$ cat config.mk
export PLATFORM = sky130hd
export DESIGN_NAME = tr_fuzzify
export DESIGN_NICKNAME = d
export VERILOG_FILES = /design/src/rtl/tr_fuzzy_pkg.sv /design/src/rtl/tr_fuzzy_div.sv /design/src/rtl/tr_fuzzify.sv
export SDC_FILE = /design/constraint.sdc
export NUM_CORES = 1
export LEC_CHECK = 0
export BUFFER_PORTS_ARGS = -buffer_cell sky130_fd_sc_hd__buf_2
export CAP_MARGIN = 20
export CELL_PAD_IN_SITES_DETAIL_PLACEMENT = 0
export CELL_PAD_IN_SITES_GLOBAL_PLACEMENT = 1
export CORE_UTILIZATION = 44
export CTS_CLUSTER_DIAMETER = 40
export CTS_CLUSTER_SIZE = 20
export DETAILED_ROUTE_END_ITERATION = 16
export HOLD_SLACK_MARGIN = 0.05
export PLACE_DENSITY = 0.76
export SLEW_MARGIN = 15
export SYNTH_ARGS = -nofsm -noshare
export SYNTH_HDL_FRONTEND = slang
export SYNTH_SLANG_ARGS = --single-unit
$ cat constraint.sdc
create_clock -name clk -period 8.2 [get_ports clk]
set_input_delay 0.41 -clock clk [delete_from_list [all_inputs] [get_ports clk]]
set_output_delay 0.41 -clock clk [all_outputs]
set_load 0.02 [all_outputs]
$ cat src/rtl/tr_fuzzy_pkg.sv
// Shared types and constants for the interval type-2 trapezoidal fuzzifier:
// FSM states, slope regions, divider length and the six MF breakpoint sets.
package tr_fuzzy_pkg;

  typedef enum logic [2:0] {
    S_IDLE,
    S_LOAD,
    S_CALC,
    S_DIV,
    S_WB,
    S_DONE
  } state_t;

  typedef enum logic [1:0] {
    R_PLAT,
    R_ZERO,
    R_RISE,
    R_FALL
  } region_t;

  localparam int DIV_ITERS = 16;

  localparam logic [7:0] H_UP  = 8'd255;
  localparam logic [7:0] H_LOW = 8'd204;

  typedef struct packed {
    logic [7:0] a;
    logic [7:0] b;
    logic [7:0] c;
    logic [7:0] d;
    logic [7:0] h;
  } mf_t;

  // Index k follows evaluation order: 1U, 2U, 3U, 1L, 2L, 3L.
  function automatic mf_t mf_params(input logic [2:0] k);
    case (k)
      3'd0:    mf_params = '{a: 8'd0,   b: 8'd0,   c: 8'd64,  d: 8'd128, h: H_UP};
      3'd1:    mf_params = '{a: 8'd64,  b: 8'd112, c: 8'd144, d: 8'd192, h: H_UP};
      3'd2:    mf_params = '{a: 8'd128, b: 8'd192, c: 8'd255, d: 8'd255, h: H_UP};
      3'd3:    mf_params = '{a: 8'd0,   b: 8'd0,   c: 8'd48,  d: 8'd112, h: H_LOW};
      3'd4:    mf_params = '{a: 8'd80,  b: 8'd120, c: 8'd136, d: 8'd176, h: H_LOW};
      3'd5:    mf_params = '{a: 8'd144, b: 8'd208, c: 8'd255, d: 8'd255, h: H_LOW};
      default: mf_params = '{a: 8'd0,   b: 8'd0,   c: 8'd0,   d: 8'd0,   h: 8'd0};
    endcase
  endfunction

endpackage

$ cat src/rtl/tr_fuzzy_div.sv
// Restoring 16/8 unsigned divider, one quotient bit per enabled cycle.
// The first bit is resolved on the load edge, so valid rises after 16 enabled edges.
module tr_fuzzy_div
  import tr_fuzzy_pkg::*;
(
  input  logic        clk,
  input  logic        rst,
  input  logic        en,
  input  logic        load,
  input  logic [15:0] dividend,
  input  logic [7:0]  divisor,
  output logic [15:0] quotient,
  output logic        valid
);

  logic [7:0]  rem;
  logic [15:0] quo;
  logic [7:0]  dvsr;
  logic [3:0]  count;

  // Returns {next remainder, next quotient shift register}.
  function automatic logic [23:0] div_step(input logic [7:0] r, input logic [15:0] q,
                                           input logic [7:0] dv);
    logic [8:0] sh;
    logic       ge;
    sh = {r, q[15]};
    ge = (sh >= {1'b0, dv});
    div_step = {(ge ? 8'(sh - {1'b0, dv}) : sh[7:0]), q[14:0], ge};
  endfunction

  always_ff @(posedge clk) begin
    if (rst) begin
      rem   <= '0;
      quo   <= '0;
      dvsr  <= '0;
      count <= '0;
    end else if (en) begin
      if (load) begin
        {rem, quo} <= div_step(8'd0, dividend, divisor);
        dvsr       <= divisor;
        count      <= 4'(DIV_ITERS - 1);
      end else if (count != 4'd0) begin
        {rem, quo} <= div_step(rem, quo, dvsr);
        count      <= count - 4'd1;
      end
    end
  end

  assign quotient = quo;
  assign valid    = (count == 4'd0);

endmodule

$ cat src/rtl/tr_fuzzify.sv
// Sequential interval type-2 fuzzifier: one shared divider evaluates the trapezoid grades.
// Define TR_FUZZY_LOWER_EN to evaluate lower MFs separately instead of scaling the uppers.
module tr_fuzzify
  import tr_fuzzy_pkg::*;
(
  input  logic       clk,
  input  logic       rst,
  input  logic       EN_SCLK,
  input  logic       start,
  input  logic [7:0] x,
  output logic       busy,
  output logic       done,
  output logic [7:0] FOU_1_UP,
  output logic [7:0] FOU_2_UP,
  output logic [7:0] FOU_3_UP,
  output logic [7:0] FOU_1_LOW,
  output logic [7:0] FOU_2_LOW,
  output logic [7:0] FOU_3_LOW
);

`ifdef TR_FUZZY_LOWER_EN
  localparam logic [2:0] LAST_K = 3'd5;
`else
  localparam logic [2:0] LAST_K = 3'd2;
  logic [7:0] low_scaled;
`endif

  state_t      state, state_n;
  region_t     region_c, region_q;
  logic [7:0]  x_reg;
  logic [2:0]  k;
  mf_t         mf;
  logic [15:0] num;
  logic [7:0]  den;
  logic [15:0] quotient;
  logic        div_valid;
  logic [7:0]  grade;
  logic        done_q;
  logic [7:0]  shadow      [6];
  logic [7:0]  shadow_next [6];
  logic [7:0]  fou         [6];

  assign mf = mf_params(k);

  // Plateau wins over the zero check so shoulders reach full height at x=0 / x=255.
  always_comb begin
    region_c = R_ZERO;
    num      = '0;
    den      = 8'd1;
    if (x_reg >= mf.b && x_reg <= mf.c) begin
      region_c = R_PLAT;
    end else if (x_reg <= mf.a || x_reg >= mf.d) begin
      region_c = R_ZERO;
    end else if (x_reg < mf.b) begin
      region_c = R_RISE;
      num      = 16'(mf.h) * 16'(x_reg - mf.a);
      den      = mf.b - mf.a;
    end else begin
      region_c = R_FALL;
      num      = 16'(mf.h) * 16'(mf.d - x_reg);
      den      = mf.d - mf.c;
    end
  end

  tr_fuzzy_div u_div (
    .clk      (clk),
    .rst      (rst),
    .en       (EN_SCLK),
    .load     (state == S_CALC),
    .dividend (num),
    .divisor  (den),
    .quotient (quotient),
    .valid    (div_valid)
  );

  always_comb begin
    case (region_q)
      R_PLAT:  grade = mf.h;
      R_ZERO:  grade = 8'd0;
      default: grade = (|quotient[15:8]) ? 8'hFF : quotient[7:0];
    endcase
  end

`ifndef TR_FUZZY_LOWER_EN
  assign low_scaled = 8'((16'(grade) * 16'(H_LOW)) >> 8);
`endif

  always_comb begin
    shadow_next = shadow;
    if (state == S_WB) begin
      shadow_next[k] = grade;
`ifdef TR_FUZZY_LOWER_EN
`else
      shadow_next[k + 3'd3] = low_scaled;
`endif
    end
  end

  always_comb begin
    state_n = state;
    case (state)
      S_IDLE:  if (start) state_n = S_LOAD;
      S_LOAD:  state_n = S_CALC;
      S_CALC:  state_n = S_DIV;
      S_DIV:   if (div_valid) state_n = S_WB;
      S_WB:    state_n = (k == LAST_K) ? S_DONE : S_CALC;
      S_DONE:  state_n = S_IDLE;
      default: state_n = S_IDLE;
    endcase
  end

  // Results are published on the edge entering DONE so they are visible while done is high.
  always_ff @(posedge clk) begin
    if (rst) begin
      state    <= S_IDLE;
      x_reg    <= '0;
      k        <= '0;
      region_q <= R_ZERO;
      done_q   <= 1'b0;
      shadow   <= '{default: '0};
      fou      <= '{default: '0};
    end else if (EN_SCLK) begin
      state  <= state_n;
      done_q <= (state == S_WB) && (k == LAST_K);
      if (state == S_IDLE && start) x_reg <= x;
      if (state == S_LOAD) k <= '0;
      if (state == S_CALC) region_q <= region_c;
      if (state == S_WB) begin
        shadow <= shadow_next;
        if (k != LAST_K) k <= k + 3'd1;
        else fou <= shadow_next;
      end
    end
  end

  assign busy      = (state != S_IDLE) && (state != S_DONE);
  assign done      = done_q;
  assign FOU_1_UP  = fou[0];
  assign FOU_2_UP  = fou[1];
  assign FOU_3_UP  = fou[2];
  assign FOU_1_LOW = fou[3];
  assign FOU_2_LOW = fou[4];
  assign FOU_3_LOW = fou[5];

endmodule

## Yosys cells after proc, flatten, opt, wreduce, memory -nomap -nowiden

Cells that the tools add are included.

| word-level totals | value |
|---|---|
| input port bits | 12 |
| register bits | 149 |
| word-level logic and storage cells | 115 |

| cells by class | value |
|---|---|
| eq/ne operators | 14 |
| reductions and logical operators | 21 |
| multiply operators | 3 |
| add/subtract/negate cells | 9 |
| $lt $le $gt $ge | 11 |
| multiplexer cells | 33 |
| bitwise logic cells | 3 |

Operators by type and width:

| operator | number |
|---|---|
| 40-bit one-hot mux with 6 select lines | 1 |
| 48-bit bitwise mux | 2 |
| 16-bit 2-to-1 mux | 5 |
| 8-bit 2-to-1 mux | 10 |
| 8-bit demux with 3-bit select | 2 |
| 9-bit by 9-bit multiplier with 16-bit output | 2 |
| 8-bit subtractor | 3 |
| 3-bit 2-to-1 mux | 6 |
| 8-bit by 8-bit subtractor with 9-bit output | 2 |
| 8-bit >= comparator | 2 |
| 8-bit less-or-equal comparator | 2 |
| 8-bit one-hot mux with 2 select lines | 1 |
| 3-bit one-hot mux with 5 select lines | 1 |
| 8-bit by 6-bit multiplier with 14-bit output (second input constant) | 1 |
| 3-bit by 2-bit == test with 1-bit output (second input constant) | 4 |
| 3-bit == test (second input constant) | 3 |
| 9-bit by 8-bit >= comparator with 1-bit output | 1 |
| 1-bit by 8-bit >= comparator with 1-bit output | 1 |
| 4-bit >= comparator (second input constant) | 2 |
| 4-bit by 1-bit < comparator with 1-bit output (second input constant) | 2 |
| 8-bit < comparator | 1 |
| 4-bit 2-to-1 mux | 2 |
| 3-bit inverter with 4-bit output | 2 |
| 2-bit AND reduction | 4 |
| other kinds (22) | 32 |

## Logic depth before layout (Yosys ltp)

| logic depth | value |
|---|---|
| depth in word-level cells | 10 |
| mapped depth | 34 |

## Hierarchy

From an unflattened synthesis, not the netlist that was laid out.

| second synthesis, totals | value |
|---|---|
| cells, all modules | 1,658 |
| area total of the unflattened synthesis | 13,618.1 µm² |

Modules (own cells, without submodules):

| module | area an instance (µm²) | cells an instance | times used |
|---|---|---|---|
| tr_fuzzify | 11,380.9 | 1,386 | 1 |
| tr_fuzzy_div | 2,237.1 | 272 | 1 |

## Worst setup path before layout

OpenSTA, ideal clock, no wires.

| timing | value |
|---|---|
| path kind | register to register |
| from | register k[0] |
| to | register u_div.rem[3] |
| stages on the path, launching flop included | 35 |
| clock period less this slack | 7.637 ns |
| arrival time | 7.503 ns |
| required time | 8.066 ns |
| setup slack | 0.563 ns |
| path through | dfxtp_1 -> buf_2 -> inv_1 -> ha_1 -> nor2b_1 -> clkbuf_1 -> a21oi_1 -> inv_1 -> ha_1 -> a21oi_1 -> nand2_1 -> a21oi_1 -> o21bai_1 -> a21o_1 -> a21oi_1 -> xor2_1 -> o21bai_1 -> ha_1 -> inv_1 -> fa_1 -> inv_1 -> fa_1 -> fa_1 -> inv_1 -> fa_1 -> inv_1 -> ha_1 -> o21a_1 -> o31ai_1 -> a21oi_1 -> o21ai_0 -> xnor2_1 -> nor3_1 -> o311ai_1 -> a211oi_1 |

| on the way | value |
|---|---|
| cells in the longest elaborated chain, start to end | 10 |
| elaborated cells between the ends (all ways) | 30 |

RTL lines:

| what | line | source |
|---|---|---|
| start, declared | tr_fuzzify.sv:31 | `logic [2:0] k;` |
| start signal, assigned | tr_fuzzify.sv:130 | `if (k != LAST_K) k <= k + 3'd1;` |
| 3-bit == test (tied with other cells) | tr_fuzzy_pkg.sv:36 | `case (k)` |
| 40-bit one-hot mux with 6 select lines * | tr_fuzzy_pkg.sv:36 |  |
| 8-bit by 8-bit subtractor with 9-bit output (on tied branches) | tr_fuzzify.sv:60, tr_fuzzify.sv:56 |  |
| 9-bit by 9-bit multiplier with 16-bit output (on tied branches) | tr_fuzzify.sv:60, tr_fuzzify.sv:56 |  |
| 16-bit 2-to-1 mux | tr_fuzzify.sv:54 | `end else if (x_reg < mf.b) begin` |
| 16-bit 2-to-1 mux | tr_fuzzify.sv:52 | `end else if (x_reg <= mf.a \|\| x_reg >= mf.d) begin` |
| 16-bit 2-to-1 mux | tr_fuzzify.sv:50 | `if (x_reg >= mf.b && x_reg <= mf.c) begin` |
| 1-bit by 8-bit subtractor with 8-bit output or 1-bit by 8-bit >= comparator with 1-bit output (tied branches) | tr_fuzzy_div.sv:28, tr_fuzzy_div.sv:27 |  |
| 8-bit 2-to-1 mux * | tr_fuzzy_div.sv:28 | `div_step = {(ge ? 8'(sh - {1'b0, dv}) : sh[7:0]), q[14:0], ge};` |
| 8-bit 2-to-1 mux * | tr_fuzzy_div.sv:38 | `if (load) begin` |
| end signal, assigned | tr_fuzzy_div.sv:39 | `{rem, quo} <= div_step(8'd0, dividend, divisor);` |
| end signal, assigned | tr_fuzzy_div.sv:43 | `{rem, quo} <= div_step(rem, quo, dvsr);` |
| end, declared | tr_fuzzy_div.sv:16 | `logic [7:0] rem;` |

Mark *: on every way between the ends. The rest lies on a longest branch, timed or not.
A chain may end at the register's enable or synchronous reset.

## Worst setup path in the final report

| timing | value |
|---|---|
| from | register k[0] |
| to | register u_div.quo[0], in the netlist u_div.quotient[0] |

| on the way | value |
|---|---|
| cells in the longest elaborated chain, start to end | 9 |
| elaborated cells between the ends (all ways) | 28 |

RTL lines:

| what | line | source |
|---|---|---|
| 3-bit == test (tied with other cells) | tr_fuzzy_pkg.sv:36 |  |
| 40-bit one-hot mux with 6 select lines * | tr_fuzzy_pkg.sv:36 |  |
| 8-bit by 8-bit subtractor with 9-bit output (on tied branches) | tr_fuzzify.sv:60, tr_fuzzify.sv:56 |  |
| 9-bit by 9-bit multiplier with 16-bit output (on tied branches) | tr_fuzzify.sv:60, tr_fuzzify.sv:56 |  |
| 16-bit 2-to-1 mux | tr_fuzzify.sv:54 |  |
| 16-bit 2-to-1 mux | tr_fuzzify.sv:52 |  |
| 16-bit 2-to-1 mux | tr_fuzzify.sv:50 |  |
| 1-bit by 8-bit >= comparator with 1-bit output * | tr_fuzzy_div.sv:27 | `ge = (sh >= {1'b0, dv});` |
| 16-bit 2-to-1 mux * | tr_fuzzy_div.sv:38 |  |
| end signal, assigned | tr_fuzzy_div.sv:39 |  |
| end signal, assigned | tr_fuzzy_div.sv:43 |  |
| end, declared | tr_fuzzy_div.sv:17 | `logic [15:0] quo;` |

Marks and branches as above.

==> impl_results.md <==
- Final Skew: 13.3 ps
- Io pins: 62
- Vias in the first global route: 10300
- MaxCap Viol Count: 0
- Fraction of layout cells with a size suffix above 1: 9.32%
- Yosys warns: 0
- Worst setup margin: 398 ps
- CTS tree: done
- Detailed Route WL: 34300 um
- Clock sinks: 147
- Overall via count from detail_route: 10800
- Pin count of the biggest net entering global routing: 77
- Pleak: 6.48 nW
- Die Height: 172 um
- Count of different cell masters after synthesis: 65
- Startpoint Class: flip-flop
- Avg Cell Area, Syn: 8.34 um2
- Non-filler instance count after layout: 1933
- DP HPWL: 26200 um
- Area contributors post-synth: dfxtp_1 23%, ha_1 16%, fa_1 12%
- Clock Tree Buf Depth: 2
- DIE WIDTH: 172 um
- Commonest cells in the netlist: 207 x nor2_1, 178 x inv_1, 165 x ha_1
- Max FFs per register: 48
- Pre-Repair DR Iteration Count: 6
- Final setup vio count: 0
- Largest reg by FF count: shadow
- CP dominant cell by count: inv_1
- Critical Path AT: 8130 ps
- Max Clock Freq: 128 MHz
- Area leader, netlist: dfxtp_1
- Final Hold Violating Endpoints: 0
- Placed insts: 1901
- Delay of the slowest critical-path stage: 550 ps
- Critical path type: reg -> reg
- Async set-reset flop share out of synthesis: 0%
- Final Slew Violations: 0
- Vias per cell: 5.57
- Mapped Cells: 1517
- Outcome: complete, no violations
- DRC viols: 0
- Share of the clock period used by the worst path: 95.1%
- Critical path endpoint category: flip-flop
- Syn-to-layout area delta: 9.95%
- Worst-path clk slew: 70 ps
- DIE AREA: 0.0294 mm2
- Post-synthesis register bit count: 147
- Hold crit path type: in -> reg
- Minimum clock period: 7800 ps
- Post-synth top flop: dfxtp_1
- WL/cell: 17.7 um
- Hold Crit Depth: 3
- Slew margin rel.: 29.0%
- Post-Syn Area: 0.0126 mm2
- Worst slew pin tran: 1060 ps
- Number of placement rows: 61
- DP Worst Slack: 234 ps
- Peak supply drop: 0.000413 V
- Hold Slack: 201 ps
- Grt total ovfl: 0
- Most frequent cell after synthesis: nor2_1
- Total GRT Usage: 24.1%
- Worst Reg2Reg Path Length in Cells: 28
- # nets final: 1797
- Crit path max-delay cell type: fa_1
- First-pass GRT wire length: 55000 um
- Antenna viol nets, final: 0
- Sequential element share of the synthesized area: 23.3%
- EDFF count, synth: 0
- Core area: 0.0280 mm2
- Antenna violations before repair: 0
- Yosys top cell area share: 23.3%
- Cell Pwr Density: 357 mW/mm2
- Clock Latency Late Sink: 440 ps
- CP required: 8530 ps
- RD Place Congestion: 0.880
- Htree depth: 4
- Setup_tns: 0 ps
- # diodes: 0
- Initial Util: 45.1%
- Post-Syn Nets: 1772
- Total CTS buffers: 17
- Clk root buf: clkbuf_16
- Port Buffers: 61
- First DRT Iteration DRCs: 707
- Max FO, Critical Path: 8
- Unrepaired setup endpoints after global routing: no
[layer usage]
metal  vias up  wire length (um)  GRT usage (%)
li1       5328                 -              -
met1      5145             16500           34.2
met2       264             15600           37.8
met3        28              1860           4.60
met4         0               365           5.05
met5         -                 0              0
[placed cells by master (no fill, tap or decap), types with 29 or more instances in the layout]
master	count
a211oi_1	62
a21oi_1	105
a221o_1	29
buf_2	60
dfxtp_1	145
fa_1	78
ha_1	165
inv_1	178
nand2_1	79
nor2_1	205
nor3_1	60
o21ai_0	53
xnor2_1	31
[critical path, delay by kind of cell (launching register included)]
kind                       cells  cell delay (ps)
xor gates and xnor gates       2              510
buffers and inverters          6              590
AOI/OAI and AO/OA              8             1650
adders and majority gates      8             3450
DFF                            1              360
and+or+nand+nor                4             1150
[metrics by stage]
| step | instance area [um2] | power, W | util, % |
|---|---|---|---|
| floorplan | 12600 | 0.00347 | - |
| global placement | 13300 | 0.00417 | 47.5 |
| detailed placement | 13300 | 0.00417 | 47.5 |
| CTS | 13900 | 0.00498 | 49.6 |
| global route | 13900 | 0.00550 | 49.6 |
| finish | 13900 | 0.00496 | 49.6 |
[repair_timing]
action | in CTS | in global routing
hold buffers | 0 | 0
gates resized for setup | 0 | 6
buffers inserted | 0 | 0
endpoints found under the setup margin | 0 | 8
[kinds of logic after synthesis]
kind of cell               after synthesis  synth area share [%]
and+or+nand+nor                        448                  16.1
xor gates and xnor gates                50                  3.46
AOI/OAI and AO/OA                      354                  19.0
DFF                                    147                  23.3
adders and majority gates              243                  28.7
buffers and inverters                  252                  7.56
muxes                                   23                  1.86
[report_power, final]
group	leakage (nW)	internal [W]	switching [W]
clock	0.283	0.000411	0.000355
combinational	5.01	0.00145	0.00191
sequential	1.19	0.000780	0.0000581
[path summary, 6_finish.rpt]
path	end	from	slack, ps
worst max-delay path	u_div.quotient[0]	k[0]	400
worst min register to register	u_div.dvsr[7]	u_div.dvsr[7]	450
worst min-delay path	x_reg[7]	x[7]	200
worst max register to register	u_div.quotient[0]	k[0]	400
[area by class of cell]
cell class / count / area (um2)
Multi-Input combinational cell: 1118 / 8800
Inverter: 179 / 672
Fill cell: 2808 / 14100
Tap cell: 378 / 473
Clock inverter: 14 / 135
Sequential cell: 147 / 2950
Timing Repair Buffer: 79 / 443
Clock buffer: 18 / 439
Note: power is estimated with default switching activity, not from simulation.
